$ cat src/rtl/arb_mux_pkg.sv
// Shared types for the round-robin arbitrating multiplexer.
package arb_mux_pkg;

    typedef enum logic {
        ARB_IDLE = 1'b0,
        ARB_HOLD = 1'b1
    } arb_state_e;

endpackage

$ cat src/rtl/rr_arb_mux_oreg.sv
// One-entry valid/ready register slice; accepts a new beat whenever empty or being drained.
module rr_arb_mux_oreg #(
    parameter int WIDTH = 8
) (
    input  logic             clk_i,
    input  logic             arst_ni,
    input  logic [WIDTH-1:0] in_data_i,
    input  logic             in_valid_i,
    output logic             in_ready_o,
    output logic [WIDTH-1:0] out_data_o,
    output logic             out_valid_o,
    input  logic             out_ready_i
);

    logic             full_q, full_d;
    logic [WIDTH-1:0] data_q, data_d;

    assign in_ready_o = !full_q | out_ready_i;

    always_comb begin
        full_d = full_q;
        data_d = data_q;
        if (in_ready_o) begin
            full_d = in_valid_i;
            if (in_valid_i) begin
                data_d = in_data_i;
            end
        end
    end

    always_ff @(posedge clk_i or negedge arst_ni) begin
        if (!arst_ni) begin
            full_q <= 1'b0;
            data_q <= '0;
        end else begin
            full_q <= full_d;
            data_q <= data_d;
        end
    end

    assign out_data_o  = data_q;
    assign out_valid_o = full_q;

endmodule

$ cat src/rtl/rr_arb_mux.sv
// N-to-1 round-robin arbitrating mux with source-index tag.
// Define RR_ARB_MUX_OUT_REG_EN to register the output stream (1-cycle latency).
module rr_arb_mux
    import arb_mux_pkg::*;
#(
    parameter  int NUM_ELEM   = 6,
    parameter  int ELEM_WIDTH = 8,
    localparam int SEL_W      = $clog2(NUM_ELEM)
) (
    input  logic                                 clk_i,
    input  logic                                 arst_ni,
    input  logic [NUM_ELEM-1:0][ELEM_WIDTH-1:0]  i_i,
    input  logic [NUM_ELEM-1:0]                  i_valid_i,
    output logic [NUM_ELEM-1:0]                  i_ready_o,
    output logic [ELEM_WIDTH-1:0]                o_o,
    output logic [SEL_W-1:0]                     o_sel_o,
    output logic                                 o_valid_o,
    input  logic                                 o_ready_i
);

    arb_state_e       state_q, state_d;
    logic [SEL_W-1:0] ptr_q, ptr_d;
    logic [SEL_W-1:0] hold_q, hold_d;
    logic [SEL_W-1:0] search_g;
    logic [SEL_W-1:0] grant;
    logic             any_valid;
    logic             arb_valid;
    logic             int_ready;
    logic             xfer;
    logic [ELEM_WIDTH-1:0] arb_data;
    logic [SEL_W-1:0]      arb_sel;

    assign any_valid = |i_valid_i;

    // Walk from the highest offset down so the nearest valid index after ptr_q wins.
    always_comb begin
        int idx;
        search_g = '0;
        idx      = 0;
        for (int k = NUM_ELEM - 1; k >= 0; k--) begin
            idx = int'(ptr_q) + k;
            if (idx >= NUM_ELEM) begin
                idx = idx - NUM_ELEM;
            end
            if (i_valid_i[idx]) begin
                search_g = SEL_W'(idx);
            end
        end
    end

    always_ff @(posedge clk_i or negedge arst_ni) begin
        if (!arst_ni) begin
            state_q <= ARB_IDLE;
            ptr_q   <= '0;
            hold_q  <= '0;
        end else begin
            state_q <= state_d;
            ptr_q   <= ptr_d;
            hold_q  <= hold_d;
        end
    end

    always_comb begin
        state_d = state_q;
        hold_d  = hold_q;
        ptr_d   = ptr_q;
        case (state_q)
            ARB_IDLE: begin
                if (any_valid && !int_ready) begin
                    state_d = ARB_HOLD;
                    hold_d  = search_g;
                end
            end
            ARB_HOLD: begin
                if (int_ready) begin
                    state_d = ARB_IDLE;
                end
            end
            default: state_d = ARB_IDLE;
        endcase
        if (xfer) begin
            ptr_d = (grant == SEL_W'(NUM_ELEM - 1)) ? '0 : grant + 1'b1;
        end
    end

    // Once a grant is offered and stalled it is frozen in hold_q until accepted.
    always_comb begin
        grant     = (state_q == ARB_HOLD) ? hold_q : search_g;
        arb_valid = arst_ni & ((state_q == ARB_HOLD) | any_valid);
        arb_data  = '0;
        arb_sel   = '0;
        i_ready_o = '0;
        if (arb_valid) begin
            arb_data         = i_i[grant];
            arb_sel          = grant;
            i_ready_o[grant] = int_ready;
        end
        xfer = arb_valid & int_ready;
    end

`ifdef RR_ARB_MUX_OUT_REG_EN
    logic [SEL_W+ELEM_WIDTH-1:0] slice_data;

    rr_arb_mux_oreg #(
        .WIDTH (SEL_W + ELEM_WIDTH)
    ) u_oreg (
        .clk_i       (clk_i),
        .arst_ni     (arst_ni),
        .in_data_i   ({arb_sel, arb_data}),
        .in_valid_i  (arb_valid),
        .in_ready_o  (int_ready),
        .out_data_o  (slice_data),
        .out_valid_o (o_valid_o),
        .out_ready_i (o_ready_i)
    );

    assign {o_sel_o, o_o} = slice_data;
`else
    assign int_ready = o_ready_i;
    assign o_valid_o = arb_valid;
    assign o_o       = arb_data;
    assign o_sel_o   = arb_sel;
`endif

endmodule

$ cat config.mk
export PLATFORM = sky130hd
export DESIGN_NAME = rr_arb_mux
export DESIGN_NICKNAME = d
export VERILOG_FILES = /design/src/rtl/arb_mux_pkg.sv /design/src/rtl/rr_arb_mux_oreg.sv /design/src/rtl/rr_arb_mux.sv
export SDC_FILE = /design/constraint.sdc
export NUM_CORES = 1
export LEC_CHECK = 0
export ABC_AREA = 1
export ABC_CLOCK_PERIOD_IN_PS = 4600
export CORE_UTILIZATION = 45
export CTS_BUF_LIST = sky130_fd_sc_hd__clkbuf_8 sky130_fd_sc_hd__clkbuf_16
export CTS_CLUSTER_DIAMETER = 60
export DETAILED_ROUTE_END_ITERATION = 8
export PLACE_DENSITY = 0.91
export SYNTH_ARGS = -nofsm -noshare
export SYNTH_HDL_FRONTEND = slang
export SYNTH_SLANG_ARGS = --single-unit
$ cat constraint.sdc
create_clock -name clk_i -period 4.6 [get_ports clk_i]
set_input_delay 0.69 -clock clk_i [delete_from_list [all_inputs] [get_ports clk_i]]
set_output_delay 0.69 -clock clk_i [all_outputs]
set_load 0.01 [all_outputs]
**Yosys cells after proc, flatten, opt, wreduce, memory -nomap -nowiden**

Cells that the tools add are included.

- $add $sub $neg: 12
- Order comparisons: 14
- Equal/unequal tests: 1
- Multiplexer cells: 42
- Bitwise gates (word level): 5
- Reductions and logical operators: 5

Operator list:

| kind | count |
|---|---|
| < comparator 32 x 5 -> 1 bit, second input constant | 6 |
| two-way mux 32 bit | 6 |
| two-way mux 3 bit | 9 |
| subtractor 4 x 3 -> 5 bit, second input constant | 5 |
| binary-select mux 8 bit (select 3 bit) | 1 |
| greater-or-equal comparator 4 x 3 -> 1 bit, second input constant | 5 |
| binary-select mux 1 bit (select 3 bit) | 6 |
| two-way mux 8 bit | 2 |
| two-way mux 1 bit | 15 |
| adder 3 x 2 -> 4 bit, second input constant | 2 |
| adder 3 x 3 -> 4 bit, second input constant | 2 |
| bitwise AND 6 bit | 1 |
| two-way mux 6 bit | 1 |
| OR reduction 6 bit | 1 |
| adder 3 x 1 -> 4 bit, second input constant | 1 |
| < comparator 3 x 4 -> 1 bit, second input constant | 1 |
| subtractor 3 x 3 -> 4 bit, second input constant | 1 |
| adder 3 x 1 -> 3 bit, second input constant | 1 |
| demux 1 bit (select 3 bit) | 1 |
| equality test 3 bit, second input constant | 1 |
| greater-or-equal comparator 3 x 1 -> 1 bit, second input constant | 1 |
| greater-or-equal comparator 3 bit, second input constant | 1 |
| bitwise AND 1 bit | 2 |
| logical AND 1 bit | 2 |
| other kinds (5) | 5 |

- Register bits: 7
- Input bits: 57
- Output and inout bits: 18
- Word-level logic and storage cells: 82

**Longest topological paths before layout**

- Word-level depth: 19
- Mapped depth: 29
- Mapped depth without buffers: 28

**Worst setup path after synthesis**

Ideal clock, no wire load.

- Path kind: register -> output
- Start point: register ptr_q[0]
- End point: output o_o[1]
- Arrival: 2.924 ns
- Required time: 3.910 ns
- Setup slack: 0.986 ns
- Stages on the path, launching flop included: 24
- Buffers on the path: 2
- Cells stage by stage: dfrtp_1 inv_2 ha_1 buf_2 inv_1 ha_1 nor2_1 nand2_1 inv_2 nand2_1 nand2_1 nand3_1 nand3_1 nand2_1 o21ai_0 nand2_1 nand3_2 nand3_4 nand2_8 buf_8 nand2_1 nand2_1 nand2_1 a21oi_1

- Longest elaborated chain between the ends: 16
- Elaborated cells between the ends (all ways): 51
- Those cells by class: add/sub: 11; order compare: 6; mux: 34

Ends and longest elaborated chain:

| what | RTL line | RTL |
|---|---|---|
| start: declaration | rr_arb_mux.sv:22 | `logic [SEL_W-1:0] ptr_q, ptr_d;` |
| start signal: assignment | rr_arb_mux.sv:58 | `ptr_q <= ptr_d;` |
| adder 3 x 3 -> 4 bit | rr_arb_mux.sv:41 | `idx = int'(ptr_q) + k;` |
| subtractor 4 x 3 -> 5 bit / greater-or-equal comparator 4 x 3 -> 1 bit (equally long branches) | rr_arb_mux.sv:43, rr_arb_mux.sv:42 |  |
| two-way mux 32 bit | rr_arb_mux.sv:42 | `if (idx >= NUM_ELEM) begin` |
| binary-select mux 1 bit (select 3 bit) | rr_arb_mux.sv:45 | `if (i_valid_i[idx]) begin` |
| two-way mux 1 bit (not written as such) (2 in series) | rr_arb_mux.sv:45 |  |
| two-way mux 3 bit (5 in series) | rr_arb_mux.sv:45 |  |
| two-way mux 3 bit (*) | rr_arb_mux.sv:45 |  |
| two-way mux 3 bit (*) | rr_arb_mux.sv:88 | `grant = (state_q == ARB_HOLD) ? hold_q : search_g;` |
| binary-select mux 8 bit (select 3 bit) (*) | rr_arb_mux.sv:94 | `arb_data = i_i[grant];` |
| two-way mux 8 bit (not written as such) (*) | rr_arb_mux.sv:94 |  |
| two-way mux 8 bit (*) | rr_arb_mux.sv:93 | `if (arb_valid) begin` |
| end: declaration | rr_arb_mux.sv:15 | `output logic [ELEM_WIDTH-1:0] o_o,` |

Every way passes the cells marked *; elsewhere a longest branch is shown, timed or not. The select of a mux whose other input is x is not followed.

**Final worst setup path**

- Start point: register ptr_q[1]
- End point: output i_ready_o[5]

- Longest elaborated chain between the ends: 19
- Elaborated cells between the ends (all ways): 55
- Those cells by class: add/sub: 11; order compare: 8; mux: 34; bitwise: 1; reduce/logical: 1

Ends and longest elaborated chain:

| what | RTL line | RTL |
|---|---|---|
| adder 3 x 3 -> 4 bit | rr_arb_mux.sv:41 |  |
| subtractor 4 x 3 -> 5 bit / greater-or-equal comparator 4 x 3 -> 1 bit (equally long branches) | rr_arb_mux.sv:43, rr_arb_mux.sv:42 |  |
| two-way mux 32 bit | rr_arb_mux.sv:42 |  |
| binary-select mux 1 bit (select 3 bit) | rr_arb_mux.sv:45 |  |
| two-way mux 1 bit (not written as such) (2 in series) | rr_arb_mux.sv:45 |  |
| two-way mux 3 bit (5 in series) | rr_arb_mux.sv:45 |  |
| two-way mux 3 bit (*) | rr_arb_mux.sv:45 |  |
| two-way mux 3 bit (*) | rr_arb_mux.sv:88 |  |
| < comparator 3 x 4 -> 1 bit (not written as such) / greater-or-equal comparator 3 x 1 -> 1 bit (equally long branches) | rr_arb_mux.sv:96 | `i_ready_o[grant] = int_ready;` |
| logical AND 1 bit (not written as such) | rr_arb_mux.sv:96 |  |
| two-way mux 1 bit (not written as such) | rr_arb_mux.sv:96 |  |
| demux 1 bit (select 3 bit) (*) | rr_arb_mux.sv:96 |  |
| bitwise AND 6 bit (no line) (*) | -- |  |
| two-way mux 6 bit (*) | rr_arb_mux.sv:93 |  |
| end: declaration | rr_arb_mux.sv:14 | `output logic [NUM_ELEM-1:0] i_ready_o,` |

Marks and branches as above.

==> run metrics <==
status completed; top-area cell type share of the netlist area 0.263; Sink Count 7; hold buffers post-CTS 0; crit path launch type flop; IO Pins between 70 and 80; max-slew violations 0; Worst slew margin 0.679; Pre-Repair DR Iteration Count 4; Critical path buffers and inverters 4; vias per inst 5.21; Cell Pwr Density between 800 and 900 nW/um^2; Avg WL per Cell between 10 and 15 um; synthesized cell area 1870 sq um; Max Clk Rate roughly 230 MHz; Setup Crit Path Kind flop to output port; share of layout cells above drive strength 1 0.142; Synth area leader nand2_1; first-pass GRT wire length between 9000 and 10000 um; worst-path cell chain inv_2 > ha_1 > nand2_1 > nand2_1 > inv_1 > ha_1 > nor2_1 > nand2_1 > nor2_1 > o21ai_1 > nand3b_1 > nand2_1 > inv_2 > nand2_1 > nand2_1 > nand2_1 > nand2_1 > nand2_2 > nand3_4 > nand2_8 > nand3_4 > nor3_2 > clkdlybuf4s50_1; number of antenna violations at the first check in global routing 0; H-Tree Depth 1; TritonCTS clock tree yes; clock transition at the registers of the reported paths roughly 0.040 ns; die area 4420 sq um; Routed Antenna Nets 0; family with the most delay on the worst path simple AND/OR/NAND/NOR gates; EDFF count, synth 0; sequential fraction of the synthesis area 0.0935; Peak VDD IR around 0.32 mV; routed via count about 2500; Final setup violation count 0; WHS about 0.52 ns; critical path required time ~3.9 ns; Final Hold Vio Count 0; total of max-cap violations 0; Worst path most repeated cell nand2_1; RSZ-0062 raised after global routing no; Root Buffer clkbuf_8; Die Width 66.5 um; Tcrit/Tclk final 0.944; Final Net Count approximately 500; Detailed Route Iter0 Violations between 150 and 200; Tot GR Track Use 0.273; Placed Cells around 470; Synth area leaders nand2_1, nand3_1, dfrtp_1, inv_1, ha_1; Post-Route WL roughly 6000 um; Main synth FF type dfrtp_1; post-placement cell area between 2000 and 3000 sq um; final instance area roughly 2800 sq um; post-synthesis cell type count 37; crit-path max FO 13; Syn-to-layout area delta 48.3%; Fillers about 340; Avg Inst Size Synth about 5.4 sq um; Setup TNS 0 ns; total global routing overflow 0; largest net degree at the start of global routing 28; I/O Buffers 74; total core area around 4000 sq um; vias in the first global route 2271; post-synth net total approximately 410; # rows 23; clk buf depth 2; FF+latch area approximately 180 sq um; Initial Util 0.468; Period minus WS final approximately 4.3 ns; synthesized flop and latch total 7; Synth async-reset ratio 1.00; Final Non-Filler Cells roughly 470; YS warnings 0; Die H ~67 um; Post-synth top cells nand2_1, nand3_1, inv_1; Placer Congestion around 0.95; footprint of the multi-input gates between 1000 and 1500 sq um; leakage 1.53 nW; post-detail-place hpwl around 4800 um; worst slew pin tran approximately 0.48 ns; DR DRC count 0; Final Skew 0.00140 ns; Syn Inst Count about 350; crit path DAT roughly 3.7 ns; slowest stage delay, CP around 0.57 ns; endpoint class of the critical path output port; CP max-delay cell clkdlybuf4s50_1; worst skew pair latency ~0.23 ns; top-count cell post-synth nand2_1; total CTS buffers 3; Hold WC Path Type flop to flop; ANT cells 0
==> power breakdown <==
group / internal, mW / switching, mW / total (mW)
combinational: 0.769 / 1.28 / 2.05
sequential: 0.0884 / 0.0268 / 0.115
clock: 0.0578 / 0.0281 / 0.0859
==> tightest hold or removal path, cell delays in order, from the launching register on <==
cell and delay (ns):
dfrtp_1 0.35, nand2_1 0.05, o21ai_0 0.07
==> cell usage in the layout, fill, tap and decap left out, types with 2 or more instances in the layout <==
cell type          n
inv_1             45
nor2_2             3
a21oi_1            6
nor2_1            16
nand2_1          131
nand2_4            2
buf_4              7
clkbuf_8           3
a21oi_2            4
ha_1               9
dlymetal6s2s_1     9
nand2_8            2
inv_2             11
nand3b_1           2
o21ai_2            2
o21ai_0            7
nand4_1            2
o21ai_1            4
nand2_2            8
o21a_1             2
clkdlybuf4s50_1   65
nand3_2            5
nand3_4            2
nand3_1           51
dfrtp_1            6
nor3_1             3
==> sequential cells by signal, indices dropped and copies added, names as in the netlist <==
register	count
hold_q	3
state_q	1
ptr_q	3
==> final cells by class <==
cell class	count	area share
multi-input combinational	272	0.517
timing repair buffer	82	0.301
inverter	57	0.0797
sequential	7	0.0635
tap	50	0.0225
clock buffer	3	0.0149
clock inverter	1	0.00135
==> metal layers <==
metal | vias up | wire length, um | global-route usage
li1 | 1238 | - | -
met1 | 1124 | 2460 | 0.334
met2 | 89 | 3120 | 0.491
met3 | 10 | 409 | 0.0514
met4 | 0 | 84 | 0.0532
met5 | - | 0 | 0
==> cells by family after synthesis <==
kind of cell	after synthesis	share of synthesized area
buffers and inverters	67	0.158
DFF	7	0.0935
AOI/OAI and AO/OA	31	0.111
adders and majority gates	9	0.0601
and+or+nand+nor	231	0.577
==> through the flow <==
stage          worst slack, ns   util  power (mW)
2_1_floorplan            0.986      -        1.58
3_3_place_gp             0.293  0.660        1.95
3_5_place_dp             0.175  0.660        2.02
4_1_cts                 0.0694  0.677        2.16
5_1_grt                 0.0121  0.694        2.49
6_report                 0.258  0.694        2.25
==> path summary, 6_finish.rpt <==
| kind | startpoint | to | slack (ns) | cells past startpoint |
|---|---|---|---|---|
| setup / recovery | ptr_q[1] | i_ready_o[5] | 0.26 | 23 |
| hold / removal | hold_q[1] | hold_q[1] | 0.52 | 2 |
| setup reg to reg | ptr_q[1] | ptr_q[2] | 1.52 | 25 |
| hold reg to reg | hold_q[1] | hold_q[1] | 0.52 | 2 |
| max in group asynchronous | arst_ni | ptr_q[1] | 3.57 | 1 |
| min in group asynchronous | arst_ni | hold_q[0] | 0.74 | 1 |
==> timing repair <==
action                     in CTS  in global routing
gates resized for setup         2                 16
setup buffers                   1                  1
gates cloned                    0                  1
pin swaps                       0                  2
setup endpoints to repair       9                 15
Note: power is estimated with default switching activity, not from simulation.
==> patch 1, RTL diff (config.mk and constraints unchanged) <==
Change the parameter `NUM_ELEM` from 6 to 12.
--- a/src/rtl/rr_arb_mux.sv
+++ b/src/rtl/rr_arb_mux.sv
@@ -3,7 +3,7 @@
 module rr_arb_mux
     import arb_mux_pkg::*;
 #(
-    parameter  int NUM_ELEM   = 6,
+    parameter  int NUM_ELEM   = 12,
     parameter  int ELEM_WIDTH = 8,
     localparam int SEL_W      = $clog2(NUM_ELEM)
 ) (
Interface: changed (resized i_i, i_ready_o, i_valid_i and o_sel_o); port bits go from 75 to 136. No check against the original RTL was run, so the function may have changed too.
==> patch 1 against the unedited design <==
  * The flow now stops in global routing (5_1_grt)
  * Synthesized area up 110%
==> patch 1: results (changes against the unedited design) <==
outcome:
  outcome: "did not finish"
  lastStage: "global routing (5_1_grt)"
  firstError: "[ERROR GRT-0232] Routing congestion too high. Check the congestion heatmap in the GUI."
place:
  place_ws_ps: -319  # -494 ps
  portBuffers: 135  # +82%
  place.detailed.hpwl_mm: 12.0  # +150%
  place_congestion: 1.01  # +6.3%
  dp_cells: 1060  # +130%
synth:
  ys_ff_latch: 9  # +2
  synthFlopType: "dfrtp_1"
  ys_types: 38  # +2.7%
  synth.cells.most_frequent: "nand2_1, inv_1, nand3_1"
  synth_seq_area_share: 0.0576  # -0.0359
  synth.net_count: 884  # +120%
  async_reset_ff_frac: 1.00  # unchanged
  synthTopCellsByArea: "nand2_1, nand3_1, inv_1"
  avgSynthCellArea_um2: 5.22  # -3.8%
  ys_warn_count: 0  # unchanged
sta:
  endpoint_type: "top-level output"
  worst_endpoint: "o_o[5]"
grt:
  grt_overflow_total: 25
  grt_max_degree: 34
  grt.total_usage: 0.722
clock_network:
  cts-root-buf: "clkbuf_8"
  cts_buffers: 3  # unchanged
  htree_levels: 1  # unchanged
  cts.path.max_buffers: 2  # unchanged
## patch 1: through the flow
stage                      util  area, µm²
after floorplan               -       3910
after CTS                 0.810       6730
after detailed placement  0.722       6000
after global placement    0.722       6000
## patch 1: kinds of logic after synthesis
kind of cell / count (synthesis) / share of synthesized area
muxes: 3 / 0.00800
DFF: 9 / 0.0576
AOI/OAI and AO/OA: 75 / 0.117
xor gates and xnor gates: 14 / 0.0458
adders and majority gates: 24 / 0.0768
buffers and inverters: 153 / 0.168
and+or+nand+nor: 471 / 0.527
## patch 1: timing repair
| action | in CTS |
|---|---|
| pin swaps | 39 |
| hold endpoints to repair | 0 |
| resized for setup | 174 |
| cloned | 4 |
| setup buffers | 31 |
| setup endpoints to repair | 24 |
## patch 1: routing by layer
metal,GRT overflow,GRT usage
met1,0,0.710
met2,13,0.890
met3,1,0.553
met4,11,0.770
met5,0,0.202
==> patch 2, RTL diff (same flow settings) <==
Without the edit above. Reset style: synchronous (`arst_ni`), changed in one clocked block.
--- a/src/rtl/rr_arb_mux.sv
+++ b/src/rtl/rr_arb_mux.sv
@@ -48,7 +48,7 @@
         end
     end
 
-    always_ff @(posedge clk_i or negedge arst_ni) begin
+    always_ff @(posedge clk_i) begin
         if (!arst_ni) begin
             state_q <= ARB_IDLE;
             ptr_q   <= '0;
Behaviour: no difference found for any inputs over 4 cycles, from zero or initial values and one cycle with arst_ni low; that may be too few to reach the edited logic, so the function may still have changed.
==> patch 2 against the unedited design <==
  * Design area decreased by 3.4%
  * Synthesized cell count grew 3.2%
  * Routed wire length shrank 7.7%
  * Synthesized area shrank 1.9%
  * Sequential cell count unchanged
  * Worst setup slack lost 58 ps
Power is not compared: it rests on default switching activity, and its combinational part moved more than twofold at a synthesized area within 25%.
==> patch 2: results (changes against the unedited design) <==
finish:
  final_cells: 477  # +1.1%
  drive_gt1_frac: 0.0862  # -0.0559
  nNetsFinal: 496  # +1.4%
  reg_top3: "hold_q (3), ptr_q (3), state_q (1)"
  fillers: 350  # +2.3%
  fin_area_um2: 2680  # -3.4%
sta:
  worst_hold_slack_ps: 491  # -23.9 ps
  layout_setup_ws_ps: 199  # -58.3 ps
  skew_ps: 3.71  # +2.31 ps
  worst_pin_slew_ps: 438  # -41.1 ps
critical_path:
  timing.rr.end: "ptr_q[1]"
  cpMaxStageDelayCell: "clkdlybuf4s50_1"
  endpoint: "o_o[7]"
  critPathLaunchType: "flip-flop"
  crit_path_max_fanout: 16  # +3
  slowest_delay_ps: 550  # -20 ps
  crit_arrival_ps: 3710  # +60 ps
  timing.rr.start: "ptr_q[1]"
  cp_top_family: "buffers and inverters"
  reg2reg_depth: 24  # -4.0%
  reg2reg_setup_slack_ps: 1570  # +50 ps
route:
  met3WireLength_um: 471  # +15%
  topRoutingLayerUsed: "met4"
  via_per_inst: 5.22  # +0.12%
  drt_iter0_drc: 156  # -3.7%
  wl_mm: 5.60  # -7.7%
  wl_met2_mm: 2.77  # -11%
  wl_met1_mm: 2.22  # -9.8%
worst_hold_path:
  min-delay-start: "hold_q[2]"
  hold_end: "hold_q[2]"
grt:
  grt_pass1_wl_mm: 9.07  # -4.1%
  grt_pass1_vias: 2186  # -3.7%
  grt_max_degree: 28  # unchanged
  grt.total_usage: 0.264  # -0.00848
  antenna_found_initial: 0  # unchanged
pwr:
  ir_drop_mv: 0.240
  p_clk_frac: 0.075
  power.total_w: 0.00113
  pwr-share-seq: 0.070
synth:
  synth_seq_area_share: 0.0762  # -0.0173
  ys_types: 34  # -8.1%
  synthFlopType: "dfxtp_1"
  synth_fa_ha_area_frac: 0.0613  # +0.00115
  async_reset_ff_frac: 0  # -1.00
  synthTopCellsByArea: "nand2_1, nand3_1, inv_1"
  avgSynthCellArea_um2: 5.16  # -4.9%
  synth.net_count: 422  # +2.7%
  synth.cells.most_frequent: "nand2_1, nand3_1, inv_1"
  synth-compound-area-share: 0.0878  # -0.0231
  ys_warn_count: 0  # unchanged
place:
  dp_cells: 472  # +1.5%
  post_dp_cell_area_um2: 2580  # -2.3%
  place_congestion: 0.884  # -6.9%
  place_ws_ps: 303  # +128 ps
  place.detailed.hpwl_mm: 4.54  # -5.7%
outcome:
  outcome: "completed"
clock_network:
  post_cts_resized: 0  # -2
  insertion_delay_ps: 230  # about the same
  cts_buffers: 3  # unchanged
  post_cts_buffers: 0  # -1
==> patch 2: cell count changes after synthesis, moves of 4 or more <==
cell,delta
nand3_1,+15
dfrtp_1,-7
dfxtp_1,+7
inv_2,-7
a21oi_1,+6
inv_1,+4
nand2_1,+4
==> patch 2: cell type report <==
| type | instances | share of cell area |
|---|---|---|
| Clock buffer | 3 | 0.0154 |
| Multi-Input combinational cell | 285 | 0.530 |
| Tap cell | 48 | 0.0224 |
| Clock inverter | 1 | 0.00140 |
| Timing Repair Buffer | 78 | 0.299 |
| Inverter | 55 | 0.0788 |
| Sequential cell | 7 | 0.0527 |
==> patch 2: per-layer routing <==
layer	GRT usage	vias up
met2	0.492	118
met4	0.101	0
met3	0.0552	17
li1	-	1273
met1	0.286	1082
met5	0	-
==> patch 2: worst reg2reg max path: cells and delay by family (launching register included) <==
kind	cells	cell delay (ps)
AND/OR/NAND/NOR	16	1440
adder cells (fa/ha/maj)	2	540
buffers and inverters	5	490
flip-flops	1	360
AO/OA/AOI/OAI	1	90
